--- src/rtl/delta_ctrl_pkg.sv ---
// rtl/delta_ctrl_pkg.sv - state codes, select-word layout and microprogram table for delta_ctrl
package delta_ctrl_pkg;

    localparam int STEPS  = 8;
    localparam int STEP_W = $clog2(STEPS);

    localparam logic [1:0] IDLE = 2'd0;
    localparam logic [1:0] RUN  = 2'd1;
    localparam logic [1:0] DONE = 2'd2;

    localparam int SEL2_W    = 2;
    localparam int SEL_IN5_W = 3;
    localparam int GATE_ID_W = 2;

    localparam logic [SEL_IN5_W-1:0] SEL_IN5_LABEL = 3'b000;
    localparam logic [SEL_IN5_W-1:0] SEL_IN5_ZERO  = 3'b111;

    typedef struct packed {
        logic [SEL2_W-1:0]    sel_in1;
        logic [SEL2_W-1:0]    sel_in2;
        logic                 sel_in3;
        logic [SEL2_W-1:0]    sel_in4;
        logic [SEL_IN5_W-1:0] sel_in5;
        logic [SEL2_W-1:0]    sel_x1_1;
        logic                 sel_x1_2;
        logic [SEL2_W-1:0]    sel_x2_2;
        logic                 sel_as_1;
        logic [SEL2_W-1:0]    sel_as_2;
        logic                 sel_addsub;
        logic [SEL2_W-1:0]    sel_temp;
        logic                 dgate_valid;
        logic [GATE_ID_W-1:0] dgate_id;
        logic                 dstate_valid;
    } ucode_t;

    // Idle word parks the datapath: temp register holds, in4/in5/x1_1 on their unused inputs.
    localparam ucode_t SAFE_WORD = '{2'd0, 2'd0, 1'b0, 2'd3, 3'd7, 2'd3, 1'b0, 2'd0,
                                     1'b0, 2'd0, 1'b0, 2'd2, 1'b0, 2'd0, 1'b0};

    // Step 0 stores the label select for sel_in5; hidden layers override it to zero.
    localparam ucode_t DELTA_UCODE [STEPS] = '{
        '{2'd1, 2'd0, 1'b0, 2'd0, 3'd0, 2'd0, 1'b0, 2'd0, 1'b1, 2'd0, 1'b1, 2'd0, 1'b0, 2'd0, 1'b0},
        '{2'd2, 2'd1, 1'b1, 2'd1, 3'd1, 2'd1, 1'b0, 2'd1, 1'b0, 2'd1, 1'b0, 2'd1, 1'b0, 2'd0, 1'b0},
        '{2'd3, 2'd2, 1'b0, 2'd2, 3'd2, 2'd2, 1'b1, 2'd2, 1'b0, 2'd2, 1'b1, 2'd2, 1'b0, 2'd0, 1'b0},
        '{2'd0, 2'd3, 1'b1, 2'd3, 3'd3, 2'd3, 1'b1, 2'd3, 1'b1, 2'd3, 1'b0, 2'd0, 1'b0, 2'd0, 1'b1},
        '{2'd1, 2'd0, 1'b0, 2'd0, 3'd4, 2'd0, 1'b0, 2'd0, 1'b1, 2'd0, 1'b0, 2'd1, 1'b1, 2'd0, 1'b0},
        '{2'd1, 2'd1, 1'b0, 2'd1, 3'd4, 2'd1, 1'b1, 2'd1, 1'b0, 2'd1, 1'b1, 2'd1, 1'b1, 2'd1, 1'b0},
        '{2'd2, 2'd2, 1'b1, 2'd2, 3'd5, 2'd2, 1'b1, 2'd2, 1'b1, 2'd2, 1'b0, 2'd1, 1'b1, 2'd2, 1'b0},
        '{2'd3, 2'd3, 1'b1, 2'd2, 3'd6, 2'd2, 1'b0, 2'd3, 1'b0, 2'd3, 1'b1, 2'd2, 1'b1, 2'd3, 1'b0}
    };

endpackage

--- src/rtl/delta_ctrl_ucode.sv ---
// rtl/delta_ctrl_ucode.sv - combinational microprogram lookup (step, out_layer) -> select word
module delta_ctrl_ucode
    import delta_ctrl_pkg::*;
(
    input  logic [STEP_W-1:0] i_step,
    input  logic              i_out_layer,
    output ucode_t            o_word
);

    always_comb begin
        o_word = DELTA_UCODE[i_step];
        if (i_step == '0 && !i_out_layer) begin
            o_word.sel_in5 = SEL_IN5_ZERO;
        end
    end

endmodule

--- src/rtl/delta_ctrl.sv ---
// rtl/delta_ctrl.sv - LSTM delta datapath sequencer; DELTA_CTRL_PERF_EN adds cycle/stall counters
module delta_ctrl
    import delta_ctrl_pkg::*;
#(
    parameter int NEURON     = 4,
    parameter int ADDR_WIDTH = 2
) (
    input  logic                  clk,
    input  logic                  rst,
    input  logic                  i_start,
    input  logic                  i_stall,
    input  logic                  i_out_layer,
    output logic                  o_busy,
    output logic                  o_done,
    output logic [ADDR_WIDTH-1:0] o_addr,
    output logic [1:0]            o_sel_in1,
    output logic [1:0]            o_sel_in2,
    output logic                  o_sel_in3,
    output logic [1:0]            o_sel_in4,
    output logic [2:0]            o_sel_in5,
    output logic [1:0]            o_sel_x1_1,
    output logic                  o_sel_x1_2,
    output logic [1:0]            o_sel_x2_2,
    output logic                  o_sel_as_1,
    output logic [1:0]            o_sel_as_2,
    output logic                  o_sel_addsub,
    output logic [1:0]            o_sel_temp,
    output logic                  o_dgate_valid,
    output logic [1:0]            o_dgate_id,
    output logic                  o_dstate_valid
`ifdef DELTA_CTRL_PERF_EN
    ,
    output logic [15:0]           o_cyc_cnt,
    output logic [15:0]           o_stall_cnt
`endif
);

    logic [1:0]            r_state;
    logic [STEP_W-1:0]     r_step;
    logic [ADDR_WIDTH-1:0] r_addr;
    logic                  r_out_layer;
    ucode_t                r_word;

    logic                  w_last_step;
    logic                  w_last_addr;
    logic [STEP_W-1:0]     w_lu_step;
    logic                  w_lu_out_layer;
    ucode_t                w_lu_word;

    assign w_last_step = (r_step == STEP_W'(STEPS - 1));
    assign w_last_addr = (r_addr == ADDR_WIDTH'(NEURON - 1));

    // Look up the word for the step about to be entered so selects register alongside step.
    assign w_lu_step      = (r_state == RUN && !w_last_step) ? r_step + 1'b1 : '0;
    assign w_lu_out_layer = (r_state == RUN) ? r_out_layer : i_out_layer;

    delta_ctrl_ucode u_ucode (
        .i_step      (w_lu_step),
        .i_out_layer (w_lu_out_layer),
        .o_word      (w_lu_word)
    );

    always_ff @(posedge clk or posedge rst) begin
        if (rst) begin
            r_state     <= IDLE;
            r_step      <= '0;
            r_addr      <= '0;
            r_out_layer <= 1'b0;
            r_word      <= SAFE_WORD;
        end else begin
            case (r_state)
                IDLE: begin
                    if (i_start) begin
                        r_state     <= RUN;
                        r_step      <= '0;
                        r_addr      <= '0;
                        r_out_layer <= i_out_layer;
                        r_word      <= w_lu_word;
                    end
                end
                RUN: begin
                    if (i_stall) begin
                        r_word.dgate_valid  <= 1'b0;
                        r_word.dstate_valid <= 1'b0;
                    end else if (w_last_step) begin
                        r_step <= '0;
                        if (w_last_addr) begin
                            r_state <= DONE;
                            r_word  <= SAFE_WORD;
                        end else begin
                            r_addr <= r_addr + 1'b1;
                            r_word <= w_lu_word;
                        end
                    end else begin
                        r_step <= r_step + 1'b1;
                        r_word <= w_lu_word;
                    end
                end
                DONE: begin
                    r_state <= IDLE;
                    r_addr  <= '0;
                end
                default: begin
                    r_state <= IDLE;
                    r_step  <= '0;
                    r_addr  <= '0;
                    r_word  <= SAFE_WORD;
                end
            endcase
        end
    end

`ifdef DELTA_CTRL_PERF_EN
    logic [15:0] r_cyc_cnt;
    logic [15:0] r_stall_cnt;

    always_ff @(posedge clk or posedge rst) begin
        if (rst) begin
            r_cyc_cnt   <= '0;
            r_stall_cnt <= '0;
        end else if (r_state == IDLE && i_start) begin
            r_cyc_cnt   <= '0;
            r_stall_cnt <= '0;
        end else if (r_state == RUN) begin
            if (r_cyc_cnt != 16'hFFFF) begin
                r_cyc_cnt <= r_cyc_cnt + 16'd1;
            end
            if (i_stall && r_stall_cnt != 16'hFFFF) begin
                r_stall_cnt <= r_stall_cnt + 16'd1;
            end
        end
    end

    assign o_cyc_cnt   = r_cyc_cnt;
    assign o_stall_cnt = r_stall_cnt;
`endif

    assign o_busy         = (r_state == RUN);
    assign o_done         = (r_state == DONE);
    assign o_addr         = r_addr;
    assign o_sel_in1      = r_word.sel_in1;
    assign o_sel_in2      = r_word.sel_in2;
    assign o_sel_in3      = r_word.sel_in3;
    assign o_sel_in4      = r_word.sel_in4;
    assign o_sel_in5      = r_word.sel_in5;
    assign o_sel_x1_1     = r_word.sel_x1_1;
    assign o_sel_x1_2     = r_word.sel_x1_2;
    assign o_sel_x2_2     = r_word.sel_x2_2;
    assign o_sel_as_1     = r_word.sel_as_1;
    assign o_sel_as_2     = r_word.sel_as_2;
    assign o_sel_addsub   = r_word.sel_addsub;
    assign o_sel_temp     = r_word.sel_temp;
    assign o_dgate_valid  = r_word.dgate_valid;
    assign o_dgate_id     = r_word.dgate_id;
    assign o_dstate_valid = r_word.dstate_valid;

endmodule
--- config.mk ---
export PLATFORM = sky130hd
export DESIGN_NAME = delta_ctrl
export DESIGN_NICKNAME = d
export VERILOG_FILES = /design/src/rtl/delta_ctrl_pkg.sv /design/src/rtl/delta_ctrl_ucode.sv /design/src/rtl/delta_ctrl.sv
export SDC_FILE = /design/constraint.sdc
export NUM_CORES = 1
export LEC_CHECK = 0
export BUFFER_PORTS_ARGS = -buffer_cell sky130_fd_sc_hd__buf_2
export CAP_MARGIN = 20
export CORE_MARGIN = 4
export CORE_UTILIZATION = 47
export CTS_CLUSTER_SIZE = 25
export DETAILED_ROUTE_END_ITERATION = 10
export GPL_ROUTABILITY_DRIVEN = 0
export PLACE_DENSITY = 0.74
export SETUP_SLACK_MARGIN = 0.5
export SLEW_MARGIN = 30
export SYNTH_ARGS = -nofsm -noshare
export SYNTH_HDL_FRONTEND = slang
export SYNTH_SLANG_ARGS = --single-unit
--- constraint.sdc ---
create_clock -name clk -period 2 [get_ports clk]
set_input_delay 0.3 -clock clk [delete_from_list [all_inputs] [get_ports clk]]
set_output_delay 0.3 -clock clk [all_outputs]
set_load 0.03 [all_outputs]
=== Word level (Yosys, flattened, before mapping) ===
Memory sizes are Yosys's and may differ from the RTL's.
Index checks and enable logic that the tools add are counted.

* Register bits after elaboration: 33
* Latch bits: 0
* Memory bits (writable): 0
* ROM bits: 200
* Input port bits: 5
* Word-level logic and storage cells: 72
* Memories: 1

* $add $sub $neg: 2
* Multiply operators: 0
* Divide/modulo/power cells: 0
* Magnitude comparators: 1
* Eq/ne operators: 9
* Shifts and indexed selects: 0
* Multiplexer cells: 27
* Bitwise operators: 2
* Reductions and logical operators: 11

{| class="wikitable"
|+ Memory list
! name !! depth !! width !! rd ports !! clocked after memory_dff !! write ports !! line !! source
|-
| (name not given) || 8 || 25 || 1 || 0 || 0 || delta_ctrl_ucode.sv:11 || <nowiki>o_word = DELTA_UCODE[i_step];</nowiki>
|}

{| class="wikitable"
|+ Operators by type and width
! kind !! count
|-
| 25-bit two-way mux || 5
|-
| 25-bit one-hot mux with 3 select lines || 1
|-
| 21-bit two-way mux || 1
|-
| 2-bit two-way mux || 9
|-
| 3-bit two-way mux || 5
|-
| 3-bit one-hot mux with 3 select lines || 1
|-
| 2-bit one-hot mux with 2 select lines || 2
|-
| 4-bit AND reduction || 2
|-
| 2-bit != test, second input constant || 3
|-
| 2-bit == test, second input constant || 2
|-
| 4-bit >= comparator, second input constant || 1
|-
| 2-bit by 1-bit != test with 1-bit output, second input constant || 2
|-
| 3-bit inverter with 4-bit output || 1
|-
| 2-bit AND reduction || 2
|-
| 3-bit by 1-bit adder with 3-bit output, second input constant || 1
|-
| 3-bit == test, second input constant || 1
|-
| 3-bit logical NOT || 1
|-
| 1-bit two-way mux || 3
|-
| 3-bit AND reduction || 1
|-
| 2-bit by 1-bit adder with 2-bit output, second input constant || 1
|-
| 2-bit by 1-bit == test with 1-bit output, second input constant || 1
|-
| 1-bit logical AND || 2
|-
| 1-bit logical NOT || 2
|-
| 2-bit logical NOT || 1
|-
| 1-bit inverter || 1
|}

=== Depth between registers and ports, before layout ===
* Depth after elaboration: 13
* Mapped depth: 9
* Gate-level depth less buffers: 9

=== Modules after synthesis ===
From an unflattened synthesis, not the netlist that was laid out.

* Cell total of the unflattened synthesis: 187
* Area total of the unflattened synthesis: 1941.9 um^2

{| class="wikitable"
|+ Modules (own cells, without submodules)
! module !! times used !! cells an instance !! area an instance (um^2) !! seq. area each (um^2)
|-
| delta_ctrl || 1 || 144 || 1624.1 || 835.8
|-
| delta_ctrl_ucode || 1 || 43 || 317.8 || 0.0
|}

=== Worst setup path after synthesis ===
Ideal clock, no wire load.

* Path kind: flip-flop to flip-flop
* Start point: register r_step[0]
* End point: register r_word, in the netlist o_sel_addsub
* Library setup time: 78 ps
* Data arrival time: 1899 ps
* Setup slack: 24 ps
* Stages on the path, launching flop included: 10
* Path buffers: 0
* Cell sequence: dfrtp_1 > ha_1 > ha_1 > nor3b_2 > nand2_1 > inv_1 > ha_1 > nor3_1 > a22oi_1 > a21oi_1

* Cells in the longest elaborated chain, start to end: 12
* Elaborated cells between the ends (all ways): 14
* Classes of those cells: add/sub (1); eq/ne (1); mux (8); bitwise (1); reduce/logical (2); memory (1)

{| class="wikitable"
|+ Ends and longest elaborated chain
! element !! line !! source
|-
| start, declared || delta_ctrl.sv:39 || <nowiki>logic [STEP_W-1:0] r_step;</nowiki>
|-
| start signal, assigned || delta_ctrl.sv:95 || <nowiki>r_step <= r_step + 1'b1;</nowiki>
|-
| parallel branches: the longest is 11 deep, another holds memory 8 x 25 bit || n/a ||
|-
| 25-bit one-hot mux with 3 select lines * || delta_ctrl.sv:71 || <nowiki>case (r_state)</nowiki>
|-
| end signal, assigned || delta_ctrl.sv:78 || <nowiki>r_word <= w_lu_word;</nowiki>
|-
| end signal, assigned || delta_ctrl.sv:92 || <nowiki>r_word <= w_lu_word;</nowiki>
|-
| end signal, assigned || delta_ctrl.sv:96 || <nowiki>r_word <= w_lu_word;</nowiki>
|-
| end, declared || delta_ctrl.sv:42 || <nowiki>ucode_t r_word;</nowiki>
|}

Mark *: on every way between the ends. The select of a mux whose other input is x is not followed.
A chain may end at the register's enable or synchronous reset.

=== Worst setup path after layout ===
* Start point: register r_step[1]
* End point: register r_word, in the netlist o_sel_addsub

Same word-level chain as after synthesis.

==> results.md <==
- H-tree depth: 1
- Cells after Synth: 144
- Die ar.: between 0.004 and 0.005 sq mm
- Vias in the first global route: approximately 1,200
- Lkg Pwr: roughly 0.93 nW
- Synth area leader: dfrtp_1
- Maximum clock path buffer count: 2
- Critical Path Fanout Max: 4
- Vias per inst: about 5.7
- Max cap viols: 0
- Die X: between 60 and 70 um
- Routed vias: between 1,000 and 1,500
- Fraction of layout cells with a size suffix above 1: 53.76%
- CTS Sinks: 27
- CP max stage delay: about 450 ps
- Initial DRC count: around 70
- Num CTS Buffers: 3
- WP buf/inv: 1
- Fillers: roughly 220
- Slew Limit Fails: 0
- RSZ-0062 raised after global routing: yes
- Fmax achieved: around 0.52 GHz
- WS Path Type: reg -> reg
- Syn_nets: 153
- Seq pwr share: between 20% and 30%
- Ys flop type: dfrtp_1
- Most frequent cells in the layout: buf_2 (32), dfrtp_1 (20), buf_4 (13)
- Setup violations, final: 0
- Register area: just under 700 sq um
- TritonCTS clock tree: yes
- Power share of the combinational group: between 60% and 70%
- Startpoint types: register
- Synthesized cell area: approximately 0.0014 sq mm
- Sequential fraction of the synthesis area: 47.40%
- Initial antenna violation count: 0
- Final nets: 196
- Placed cell count: about 200
- IO Count: 34
- Largest net degree at the start of global routing: 28
- Die height: roughly 63 um
- Most frequent CP cell: ha_4
- N_diodes: 0
- Max VDD drop: 1.232 mV
- HPWL Detailed: between 2000 and 2500 um
- Least-Margin Pin Slew: between 400 and 500 ps
- Number of synthesized flops with an enable pin: 0
- Critical Path AT: between 2000 and 2500 ps
- Crit path capture type: register
- Router iterations before antenna repair: 4
- Wirelength per Cell: 17.35 um
- Psw: between 1.5 and 2 mW
- Starting Density: 50.53%
- Area Growth Syn to Fin: 35.59%
- Hold WC Path Type: in -> async
- # rows: 19
- Slew headroom: between 60 and 70%
- Antenna-violating nets left: 0
- Min Tclk post-route: approximately 1900 ps
- Yosys top cell area share: between 30% and 40%
- Grt ovf: 0
- Worst R2R Setup Slack: 90 ps
- Tot Pwr: ~4.0 mW
- Cell chain of the critical path: ha_4 -> ha_4 -> nor3b_4 -> nand2_4 -> inv_1 -> ha_1 -> nor3_2 -> a221oi_1 -> a21oi_1
- Crit share post-route: a little over nine tenths
- Count of cell types in the netlist: 41
- Final hold vios: 0
- Later-pin clock latency in the skew report: 330 ps
- IO Port Bufs: 33
- Clock power share: under 10%
- Mean Syn Cell Area: 10.01 sq um
- Most common cell after layout, fill and taps aside: buf_2
- DRC: 0
- CP top delay family: adder cells
- Clk root buf: clkbuf_4
- #FFs+latches synth: 27
- Switching part of the total: roughly half
- Cell Count, Final, Fillers Out: 217
- First-pass GRT wire length: between 5000 and 6000 um
- Total core area: approximately 0.0029 sq mm
- All-Layer GR Usage: 18.29%
- Worst Path Required: 2250 ps
- Post-synthesis async set-or-reset flop share: 100.0%
- Outcome: finished clean
- Synth top area cells: dfrtp_1 (36%), dfstp_2 (11%), buf_4 (5.2%), nand2_1 (4.4%), nor2_1 (4.2%)
- Power per cell area: around 2000 mW/mm^2
- P_int: 2.032 mW
- CTS clock-pin slew for the worst setup and hold paths: about 150 ps
- CP max-delay cell: dfrtp_1
- Multi-input logic area: a little over 800 sq um
- Yosys warning total: 0
- Clk_skew: between 8 and 9 ps
- DRT Wirelength: 3764 um
==> synthesized netlist by cell type, types with 2 or more instances <==
cell type,n
buf_2,4
ha_1,4
mux2_1,3
a31oi_1,3
o22ai_1,3
a21oi_1,6
o21ai_1,2
dfrtp_1,21
nor3_1,3
nand2_1,17
inv_1,4
a22o_1,4
dfstp_2,6
xor2_1,2
nor2_1,16
nand3b_1,2
buf_4,10
a32o_1,3
and3_1,2
nand2b_1,3
nor2b_1,6
==> final cells by class <==
type | instances | area share, %
multi-input combinational | 98 | 42.25
sequential | 27 | 35.02
timing repair buffer | 52 | 18.37
tap | 31 | 1.985
clock buffer | 3 | 1.152
inverter | 5 | 0.9603
clock inverter | 1 | 0.2561
==> metal layers <==
metal  vias to the layer above  GRT usage [%]  part of all wire [%]
met4                         0          7.008                   2.0
met3                         6          3.020                   5.2
met2                        50          28.16                    48
met5                         -              0                     0
met1                       601          25.68                    45
li1                        581              -                     -
==> worst paths after layout <==
kind,from,end,depth (start not counted)
min in group clk,i_out_layer,r_out_layer,2
max in group asynchronous,rst,o_sel_in5[2],3
max reg2reg,r_step[1],o_sel_addsub,9
min reg2reg,o_sel_temp[0],o_sel_temp[0],1
max,r_step[1],o_sel_addsub,9
min,rst,r_step[0],3
==> cell families (layout without fill, tap and decap cells) <==
kind of cell / after synthesis / count (layout) / synth area share (%)
compound gates: 32 / 32 / 16.67
xor+xnor: 3 / 3 / 1.823
fa+ha+maj: 4 / 4 / 3.472
buf+inv: 19 / 61 / 7.899
flops: 27 / 27 / 47.40
mux: 5 / 5 / 3.819
simple gates: 54 / 54 / 18.92
==> worst min-delay path: stages <==
cell	delay (ps)
buf_2	100
inv_1	40
buf_4	310
==> stage by stage <==
stage | worst slack, ps | util, % | hold slack (ps) | TNS, ps | cell area (sq um)
6_report | 90.45 | 68.51 | 0.6973 | 0 | 1954
5_1_grt | -33.12 | 68.51 | 11.24 | -33.12 | 1954
4_1_cts | 135.6 | 62.37 | 7.157 | 0 | 1779
3_5_place_dp | 113.9 | 56.84 | 378.3 | 0 | 1622
3_3_place_gp | 261.2 | 56.84 | 365.1 | 0 | 1622
2_1_floorplan | 266.8 | - | 348.3 | 0 | 1481
==> sequential cells by signal (all words and copies together) (netlist names), 2 cells and up <==
name and count:
o_sel_in5 3, r_step 3, o_addr 2, o_dgate_id 2
o_sel_in1 2, o_sel_in4 2, o_sel_temp 2, o_sel_x2_2 2
r_state 2
==> power groups by stage <==
stage | Combinational, mW | Sequential, mW | Clock, mW
2_1_floorplan | 1.31 | 1.39 | 0
3_3_place_gp | 2.08 | 0.984 | 0
3_5_place_dp | 2.11 | 1.00 | 0
4_1_cts | 2.35 | 1.00 | 0.244
5_1_grt | 2.91 | 1.05 | 0.269
6_report | 2.71 | 1.00 | 0.235
==> what timing repair did <==
action | in CTS | in global routing
hold buffers | 0 | 0
endpoints found under the setup margin | 22 | 23
setup buffers | 6 | 7
resized for setup | 20 | 22
cloned | 0 | 1
pin swaps | 11 | 6
No activity file was read; power rests on OpenSTA's default activity.
